## src/rtl/istate_pkg.sv

```systemverilog
// istate_pkg: shared FSM encoding and default state-vector field offsets for the inductive-state tracker
package istate_pkg;
  typedef enum logic [1:0] {IDLE, TRACK, VIOLATED} istate_fsm_e;
  localparam int MEM_EN_BIT    = 0;
  localparam int INST_LSB      = 1;
  localparam int INTR_EDGE_BIT = 33;
  localparam int DMISS_BIT     = 34;
endpackage

```

## src/rtl/istate_pair_cmp.sv

```systemverilog
// istate_pair_cmp: masked equality check of one copy pair; lowest-diff encoder only with INDUCTIVE_STATE_FIRST_DIFF_EN
module istate_pair_cmp
  import istate_pkg::*;
#(
  parameter int STATE_W = 35,
  parameter int IW      = $clog2(STATE_W)
) (
  input  logic               en,
  input  logic [STATE_W-1:0] a,
  input  logic [STATE_W-1:0] b,
  output logic               mis
`ifdef INDUCTIVE_STATE_FIRST_DIFF_EN
  ,
  output logic [IW-1:0]      diff_idx
`endif
);
  logic [STATE_W-1:0] d;
  assign d   = a ^ b;
  assign mis = en & (|d);
`ifdef INDUCTIVE_STATE_FIRST_DIFF_EN
  // scanning high to low leaves the lowest set bit as the final winner
  always_comb begin
    diff_idx = '0;
    for (int i = STATE_W - 1; i >= 0; i--)
      if (d[i]) diff_idx = IW'(i);
  end
`endif
endmodule

```

## src/rtl/inductive_state_tracker.sv

```systemverilog
// inductive_state_tracker: captures product-copy state, keeps a history ring, flags relational mismatches
// Optional lowest-differing-bit report enabled by INDUCTIVE_STATE_FIRST_DIFF_EN.
module inductive_state_tracker
  import istate_pkg::*;
#(
  parameter int STATE_W    = 35,
  parameter int NUM_COPIES = 4,
  parameter int DEPTH      = 4,
  parameter int CNT_W      = 16
) (
  input  logic                          clock,
  input  logic                          reset,
  input  logic                          cap_valid,
  output logic                          cap_ready,
  input  logic [NUM_COPIES*STATE_W-1:0] state_in,
  input  logic [NUM_COPIES/2-1:0]       pair_mask,
  input  logic                          clear,
  output logic [NUM_COPIES*STATE_W-1:0] snap_out,
  input  logic [$clog2(DEPTH)-1:0]      rd_idx,
  output logic [NUM_COPIES*STATE_W-1:0] rd_data,
  output logic [CNT_W-1:0]              cap_count,
  output logic                          violation,
  output logic [NUM_COPIES/2-1:0]       viol_pair,
  output logic [$clog2(STATE_W)-1:0]    first_diff_idx
);
  localparam int W  = NUM_COPIES * STATE_W;
  localparam int NP = NUM_COPIES / 2;
  localparam int AW = $clog2(DEPTH);
  localparam int IW = $clog2(STATE_W);
  istate_fsm_e   state, state_nx;
  logic [W-1:0]  hist [DEPTH];
  logic [AW-1:0] wr_ptr;
  logic [NP-1:0] mis;
  logic [IW-1:0] fd_sel;
  logic          accept;
`ifdef INDUCTIVE_STATE_FIRST_DIFF_EN
  logic [IW-1:0] diff [NP];
`endif
  for (genvar p = 0; p < NP; p++) begin : g_pair
    istate_pair_cmp #(.STATE_W(STATE_W), .IW(IW)) u_cmp (
      .en       (pair_mask[p]),
      .a        (state_in[2*p*STATE_W +: STATE_W]),
      .b        (state_in[(2*p+1)*STATE_W +: STATE_W]),
      .mis      (mis[p])
`ifdef INDUCTIVE_STATE_FIRST_DIFF_EN
      ,
      .diff_idx (diff[p])
`endif
    );
  end
`ifdef INDUCTIVE_STATE_FIRST_DIFF_EN
  // lowest-numbered violating pair decides the reported bit
  always_comb begin
    fd_sel = '0;
    for (int p = NP - 1; p >= 0; p--)
      if (mis[p]) fd_sel = diff[p];
  end
`else
  assign fd_sel = '0;
`endif
  always_ff @(posedge clock)
    if (reset) state <= IDLE;
    else state <= state_nx;
  always_comb
    state_nx = clear ? IDLE : accept ? ((|mis) ? VIOLATED : TRACK) : state;
  always_comb begin
    cap_ready = (state != VIOLATED) && !clear;
    violation = (state == VIOLATED);
  end
  assign accept  = cap_valid & cap_ready;
  assign rd_data = hist[wr_ptr - AW'(1) - rd_idx];
  always_ff @(posedge clock)
    if (reset) begin
      snap_out       <= '0;
      wr_ptr         <= '0;
      cap_count      <= '0;
      viol_pair      <= '0;
      first_diff_idx <= '0;
      for (int i = 0; i < DEPTH; i++) hist[i] <= '0;
    end else if (clear) begin
      viol_pair      <= '0;
      first_diff_idx <= '0;
    end else if (accept) begin
      snap_out     <= state_in;
      hist[wr_ptr] <= state_in;
      wr_ptr       <= wr_ptr + AW'(1);
      if (~&cap_count) cap_count <= cap_count + CNT_W'(1);
      if (|mis) begin
        viol_pair      <= mis;
        first_diff_idx <= fd_sel;
      end
    end
endmodule

```

## config.mk

```make
export PLATFORM = sky130hd
export DESIGN_NAME = inductive_state_tracker
export DESIGN_NICKNAME = d
export VERILOG_FILES = /design/src/rtl/istate_pkg.sv /design/src/rtl/istate_pair_cmp.sv /design/src/rtl/inductive_state_tracker.sv
export SDC_FILE = /design/constraint.sdc
export NUM_CORES = 1
export LEC_CHECK = 0
export CELL_PAD_IN_SITES_DETAIL_PLACEMENT = 1
export CELL_PAD_IN_SITES_GLOBAL_PLACEMENT = 2
export CORE_ASPECT_RATIO = 1.5
export CORE_UTILIZATION = 40
export CTS_CLUSTER_SIZE = 40
export DETAILED_ROUTE_END_ITERATION = 8
export PLACE_DENSITY = 0.89
export SLEW_MARGIN = 20
export SYNTH_ARGS = -nofsm -noshare
export SYNTH_HDL_FRONTEND = slang
export SYNTH_SLANG_ARGS = --single-unit
```

## constraint.sdc

```tcl
create_clock -name clock -period 16.5 [get_ports clock]
set_input_delay 3.3 -clock clock [delete_from_list [all_inputs] [get_ports clock]]
set_output_delay 3.3 -clock clock [all_outputs]
set_load 0.03 [all_outputs]
```

Word level (Yosys, flattened, before mapping)
Memory sizes are Yosys's and may differ from the RTL's.
Cells that the tools add are included.
{ "word_totals": {"reg_bits": 162, "ram_bits": 560, "inputBits": 148, "output_inout_bits": 306, "wordCells": 40, "mem_count": 1} }
{ "classes": {"addsub": 4, "eq_ne": 2, "mux": 10, "bitwise_logic": 7, "n_reduce_logical": 11} }
{ "memory_table": {"columns": ["name", "words", "word_bits", "read_ports", "rd_clocked_by_memory_dff", "wr", "line_no", "rtl"], "rows": [
  ["hist", 4, 140, 1, 0, 4, "inductive_state_tracker.sv:31", "logic [W-1:0] hist [DEPTH];"]
]} }
{ "ops": {"columns": ["operator", "count"], "rows": [
  ["2-to-1 mux 140 bit", 1],
  ["OR reduction 140 bit", 1],
  ["OR reduction 35 bit", 2],
  ["bitwise XOR 35 bit", 2],
  ["adder 16 x 1 -> 16 bit, second input constant", 1],
  ["AND reduction 16 bit", 1],
  ["2-to-1 mux 1 bit", 7],
  ["2-to-1 mux 2 bit", 2],
  ["AND reduction 2 bit", 2],
  ["OR reduction 2 bit", 2],
  ["bitwise AND 1 bit", 3],
  ["AND reduction 3 bit", 1],
  ["adder 2 x 1 -> 2 bit, second input constant", 1],
  ["equality test 2 bit, second input constant", 1],
  ["inequality test 2 bit, second input constant", 1],
  ["NOT 1 bit", 2],
  ["subtractor 2 x 1 -> 2 bit, second input constant", 1],
  ["subtractor 2 bit", 1],
  ["logical AND 1 bit", 1],
  ["logical NOT 1 bit", 1]
]} }

Depth between registers and ports, before layout
{ "depth": {"depth_word": 9, "depth_mapped": 8, "depth_no_buf": 7} }

By module
A second synthesis with hierarchy kept.
{ "hier_totals": {"cells_unflattened": 1940, "hier_area_um2": 30300.3} }
{ "by_module_without_submodules": {"columns": ["mod", "n_inst", "cells_each", "area_each_um2", "seq_area_each_um2"], "rows": [
  ["inductive_state_tracker", 1, 1846, 29534.6, 20059.2],
  ["istate_pair_cmp", 2, 47, 382.9, 0.0]
]} }

Least setup slack after synthesis
OpenSTA, ideal clock, no wires.
{ "synth_path": {"kind": "input to register", "startpoint": "input port clear", "endpoint": "memory hist[1][0] (netlist name) (enable)", "setup_ns": 0.669, "arrival_time_ns": 10.004, "t_required_ns": 15.831, "slack_ns": 5.828, "cell_stages": 3, "path_buffers": 0, "cell_sequence": "inv_1 -> nand3_2 -> o21bai_1"} }
{ "synth_rtl": {"columns": ["element", "line_no", "rtl"], "rows": [
  ["start, declared", "inductive_state_tracker.sv:17", "input logic clear,"],
  ["end, declared", "inductive_state_tracker.sv:31", null]
]} }

Final worst setup path
{ "layout_path": {"startpoint": "input port rd_idx[0]", "endpoint": "output port rd_data[93]"} }
{ "layout_via": {"elab_chain_len": 2} }
{ "layout_lines": {"columns": ["element", "line_no", "rtl"], "rows": [
  ["start, declared", "inductive_state_tracker.sv:19", "input logic [$clog2(DEPTH)-1:0] rd_idx,"],
  ["subtractor 2 bit", "inductive_state_tracker.sv:71", "assign rd_data = hist[wr_ptr - AW'(1) - rd_idx];"],
  ["memory (4 x 140 bit)", null, null],
  ["end, declared", "inductive_state_tracker.sv:20", "output logic [NUM_COPIES*STATE_W-1:0] rd_data,"]
]} }
Every way passes these cells.

==> PnR_summary.wiki <==
{| class="wikitable"
! Metric !! Value
|-
| Capturing element type of the critical path || output port
|-
| Sequential-to-total area share from yosys stat || 0.6869
|-
| R2r setup slk || roughly 13 ns
|-
| Number of buffers added to fix hold violations after cts || 0
|-
| Count of state elements after synthesis || just over 700
|-
| Slew of the pin with the lowest slew margin || 1.141 ns
|-
| Total of cells resized after clock tree synthesis || 0
|-
| Skew final || 0.01322 ns
|-
| Slowest stage cell, crit path || sky130_fd_sc_hd__buf_4
|-
| GP Congestion || a little over 0.8
|-
| Crit. path cell count || 7
|-
| Number of unique standard cell types used by synthesis || 41
|-
| Final worst path period need || between 10 and 15 ns
|-
| Maximum capacitance violations || 0
|-
| TritonCTS Sinks || 722
|-
| Initial antenna violation count || 10
|-
| Final max-slew violation count || 0
|-
| DRC viols || 0
|-
| Rows || between 100 and 150
|-
| Timing-limited maximum frequency || 94.70 MHz
|-
| DP Wirelength || between 60000 and 70000 um
|-
| Worst Setup Start Kind || input port
|-
| Post-synth top cells || 560 x sky130_fd_sc_hd__edfxtp_1, 431 x sky130_fd_sc_hd__nand2_1, 304 x sky130_fd_sc_hd__nor2_1
|-
| H-tree levels || 3
|-
| Most instantiated library cell after synthesis || sky130_fd_sc_hd__edfxtp_1
|-
| Number of detailed-routing iterations run before antenna repair || 5
|-
| Clock Tree Root || sky130_fd_sc_hd__clkbuf_16
|-
| Average vias per placed instance || 5.246
|-
| Number of top-level design ports || around 450
|-
| Tightest Hold Check Type || flop to flop
|-
| Cell types with the largest area share after synthesis || sky130_fd_sc_hd__edfxtp_1 58%, sky130_fd_sc_hd__dfxtp_1 11%, sky130_fd_sc_hd__mux4_2 11%, sky130_fd_sc_hd__nand2_1 5.5%, sky130_fd_sc_hd__nor2_1 3.9%
|-
| Relative max-transition margin || 0.2396
|-
| Area growth from synthesis to final layout || 27.02%
|-
| Static leakage || 14.57 nW
|-
| Starting density of the core || 0.4036
|-
| Post-Route Setup TNS || 0 ns
|-
| Die boundary height || between 300 and 400 um
|-
| Die Outline Area || ~0.074 sq mm
|-
| Power density over the cells || approximately 120 mW/mm^2
|-
| Drt total wl || 94820 um
|-
| Final worst-path cycle share || 0.6400
|-
| Synthesized instance count || 2157
|-
| Crit. Startpoint || rd_idx[0]
|-
| Library cell occupying the most area in the post-synthesis netlist || sky130_fd_sc_hd__edfxtp_1
|-
| Outcome || finished clean
|-
| Crit path buf inv count || 5
|-
| GRT overflow || 0
|-
| Arrival time worst endpoint || approximately 7.3 ns
|-
| Number of setup violations in the final report || 0
|-
| Number of global-route vias before repair || 20470
|-
| Crit Path Category || input port to output port
|-
| Number of DRC markers in iteration 0 || between 1000 and 1500
|-
| Delay of the slowest critical-path stage || between 0.8 and 0.9 ns
|-
| Portion of synthesized cell area occupied by the leading cell type || 0.5758
|-
| Crit Reg-Reg Startpoint || state[0]
|-
| Global-route wire length before repair || approximately 140000 um
|-
| Number of buffers created by CTS || 71
|-
| Series of cell instances along the critical path || clkdlybuf4s50_1 -> inv_1 -> ha_4 -> buf_4 -> buf_4 -> mux4_2 -> clkdlybuf4s50_1
|-
| Mean area per synthesized cell || between 10 and 15 sq um
|-
| End point of the critical path || rd_data[93]
|-
| Post-CTS clock slew at the launch and capture registers of the worst setup and hold paths || 0.06 ns
|-
| Post-Route Utilization || 0.5126
|-
| Later-pin clock latency in the skew report || just over 0.6 ns
|-
| Warning count from the yosys run || 0
|-
| Number of I/O port buffers || ~450
|-
| Global router's overall resource usage || 0.2557
|-
| Worst flop-to-flop path endpoint || hist[0][137]
|-
| Count of final hold-check violations || 0
|-
| Vias || 18760
|-
| Required time at the endpoint of the critical path || ~13 ns
|-
| Largest delay share family, worst path || buffers and inverters
|-
| Setup repair after global routing missed its margin || false
|-
| Worst-case clock buffer depth || 3
|-
| Share of synthesized registers carrying an async set or reset || 0
|-
| Layout Nets || between 2000 and 3000
|-
| Floorplan die width || roughly 220 um
|-
| Predominant post-synthesis flop cell || sky130_fd_sc_hd__edfxtp_1
|-
| Post CTS Setup Buffer Count || 0
|-
| Peak supply drop || about 0.000086 V
|-
| Fraction of final layout cells sized beyond drive strength 1 || 0.1140
|-
| Maximum number of pins on one net before global-route repair || 81
|-
| WL per Instance || 26.52 um
|-
| Antenna Violating Nets Remaining || 0
|-
| CTS tree || built
|-
| Maximum fanout encountered on the critical timing path || 46
|-
| Total standard cell area after synthesis || 0.02920 sq mm
|-
| Number of enable flip-flop cells after synthesis || 560
|-
| Worst-case reg-to-reg path depth || 6
|-
| Placeable Area || around 0.072 sq mm
|}
## where the power goes
group          internal [mW]  switching (mW)  total (mW)
Sequential              2.05          0.0356        2.08
Clock                   1.01           0.727        1.73
Combinational          0.291           0.442       0.733
Total                   3.35            1.20        4.55
## routing by layer
metal / vias up / track usage / share of wire
met5: - / 0 / 0.00097
met3: 139 / 0.06069 / 0.068
met2: 659 / 0.4578 / 0.52
met4: 14 / 0.09993 / 0.035
li1: 8279 / - / -
met1: 9665 / 0.2924 / 0.38
## layout make-up
type / instances / area, sq um
multi-input combinational: 1176 / 8139
clock buffer: 84 / 1856
antenna: 3 / 7.507
clock inverter: 47 / 611.8
inverter: 146 / 548.0
sequential: 722 / 20060
fill: 7310 / 35270
timing repair buffer: 475 / 4721
tap: 922 / 1154
## worst min-delay path by stage
stage	startpoint	endpoint	slack, ns	cells after the start
4_1_cts	snap_out[40]	snap_out[40]	0.44	2
3_3_place_gp	snap_out[3]	snap_out[3]	0.43	2
5_1_grt	snap_out[14]	snap_out[14]	0.46	2
3_5_place_dp	snap_out[40]	snap_out[40]	0.43	2
6_report	snap_out[40]	snap_out[40]	0.44	2
2_1_floorplan	state[0]	state[0]	0.51	2
## cell families (layout without fill, tap and decap cells)
kind of cell	count (synthesis)	in the layout	share of synthesized area
xor gates and xnor gates	88	88	0.02639
adders and majority gates	2	2	0.0008567
DFF	722	722	0.6869
AOI/OAI and AO/OA	11	11	0.002613
and+or+nand+nor	928	928	0.1369
muxes	141	141	0.1083
other	1	9	0.0001284
buffers and inverters	264	752	0.03796
## registers in the layout (all words and copies together), names as in the netlist
register   count
cap_count     16
hist         560
snap_out     140
state          2
viol_pair      2
wr_ptr         2
## per-stage QoR
stage / instance area [sq um] / hold WS, ns / instances / power [mW] / worst slack [ns]
floorplan: 29220 / 0.5107 / 2162 / 2.533 / 5.828
global placement: 34570 / 0.4306 / 3439 / 2.847 / 5.815
detailed placement: 34620 / 0.4336 / 3441 / 2.863 / 5.765
CTS: 37080 / 0.4435 / 3572 / 4.591 / 5.761
global route: 37100 / 0.4621 / 3575 / 4.675 / 5.640
finish: 37100 / 0.4383 / 3575 / 4.550 / 5.941
## placed cells by master (no fill, tap or decap), types with 5 or more instances in the layout
| cell | count |
|---|---|
| sky130_fd_sc_hd__and2_1 | 141 |
| sky130_fd_sc_hd__buf_4 | 25 |
| sky130_fd_sc_hd__bufinv_16 | 12 |
| sky130_fd_sc_hd__clkbuf_1 | 10 |
| sky130_fd_sc_hd__clkbuf_16 | 71 |
| sky130_fd_sc_hd__clkdlybuf4s50_1 | 447 |
| sky130_fd_sc_hd__clkinv_2 | 13 |
| sky130_fd_sc_hd__clkinvlp_4 | 10 |
| sky130_fd_sc_hd__conb_1 | 6 |
| sky130_fd_sc_hd__dfxtp_1 | 162 |
| sky130_fd_sc_hd__edfxtp_1 | 560 |
| sky130_fd_sc_hd__inv_1 | 146 |
| sky130_fd_sc_hd__mux4_2 | 140 |
| sky130_fd_sc_hd__nand2_1 | 431 |
| sky130_fd_sc_hd__nand4_1 | 19 |
| sky130_fd_sc_hd__nor2_1 | 302 |
| sky130_fd_sc_hd__nor3_1 | 6 |
| sky130_fd_sc_hd__nor4_1 | 5 |
| sky130_fd_sc_hd__xnor2_1 | 74 |
| sky130_fd_sc_hd__xor2_1 | 13 |
## worst reg2reg max path, delay by kind of cell, from the launching register on
kind / cells / cell delay, ns
buffers and inverters: 2 / 1.52
AND/OR/NAND/NOR: 4 / 1.44
flip-flops: 1 / 0.32
Note: power is estimated with default switching activity, not from simulation.
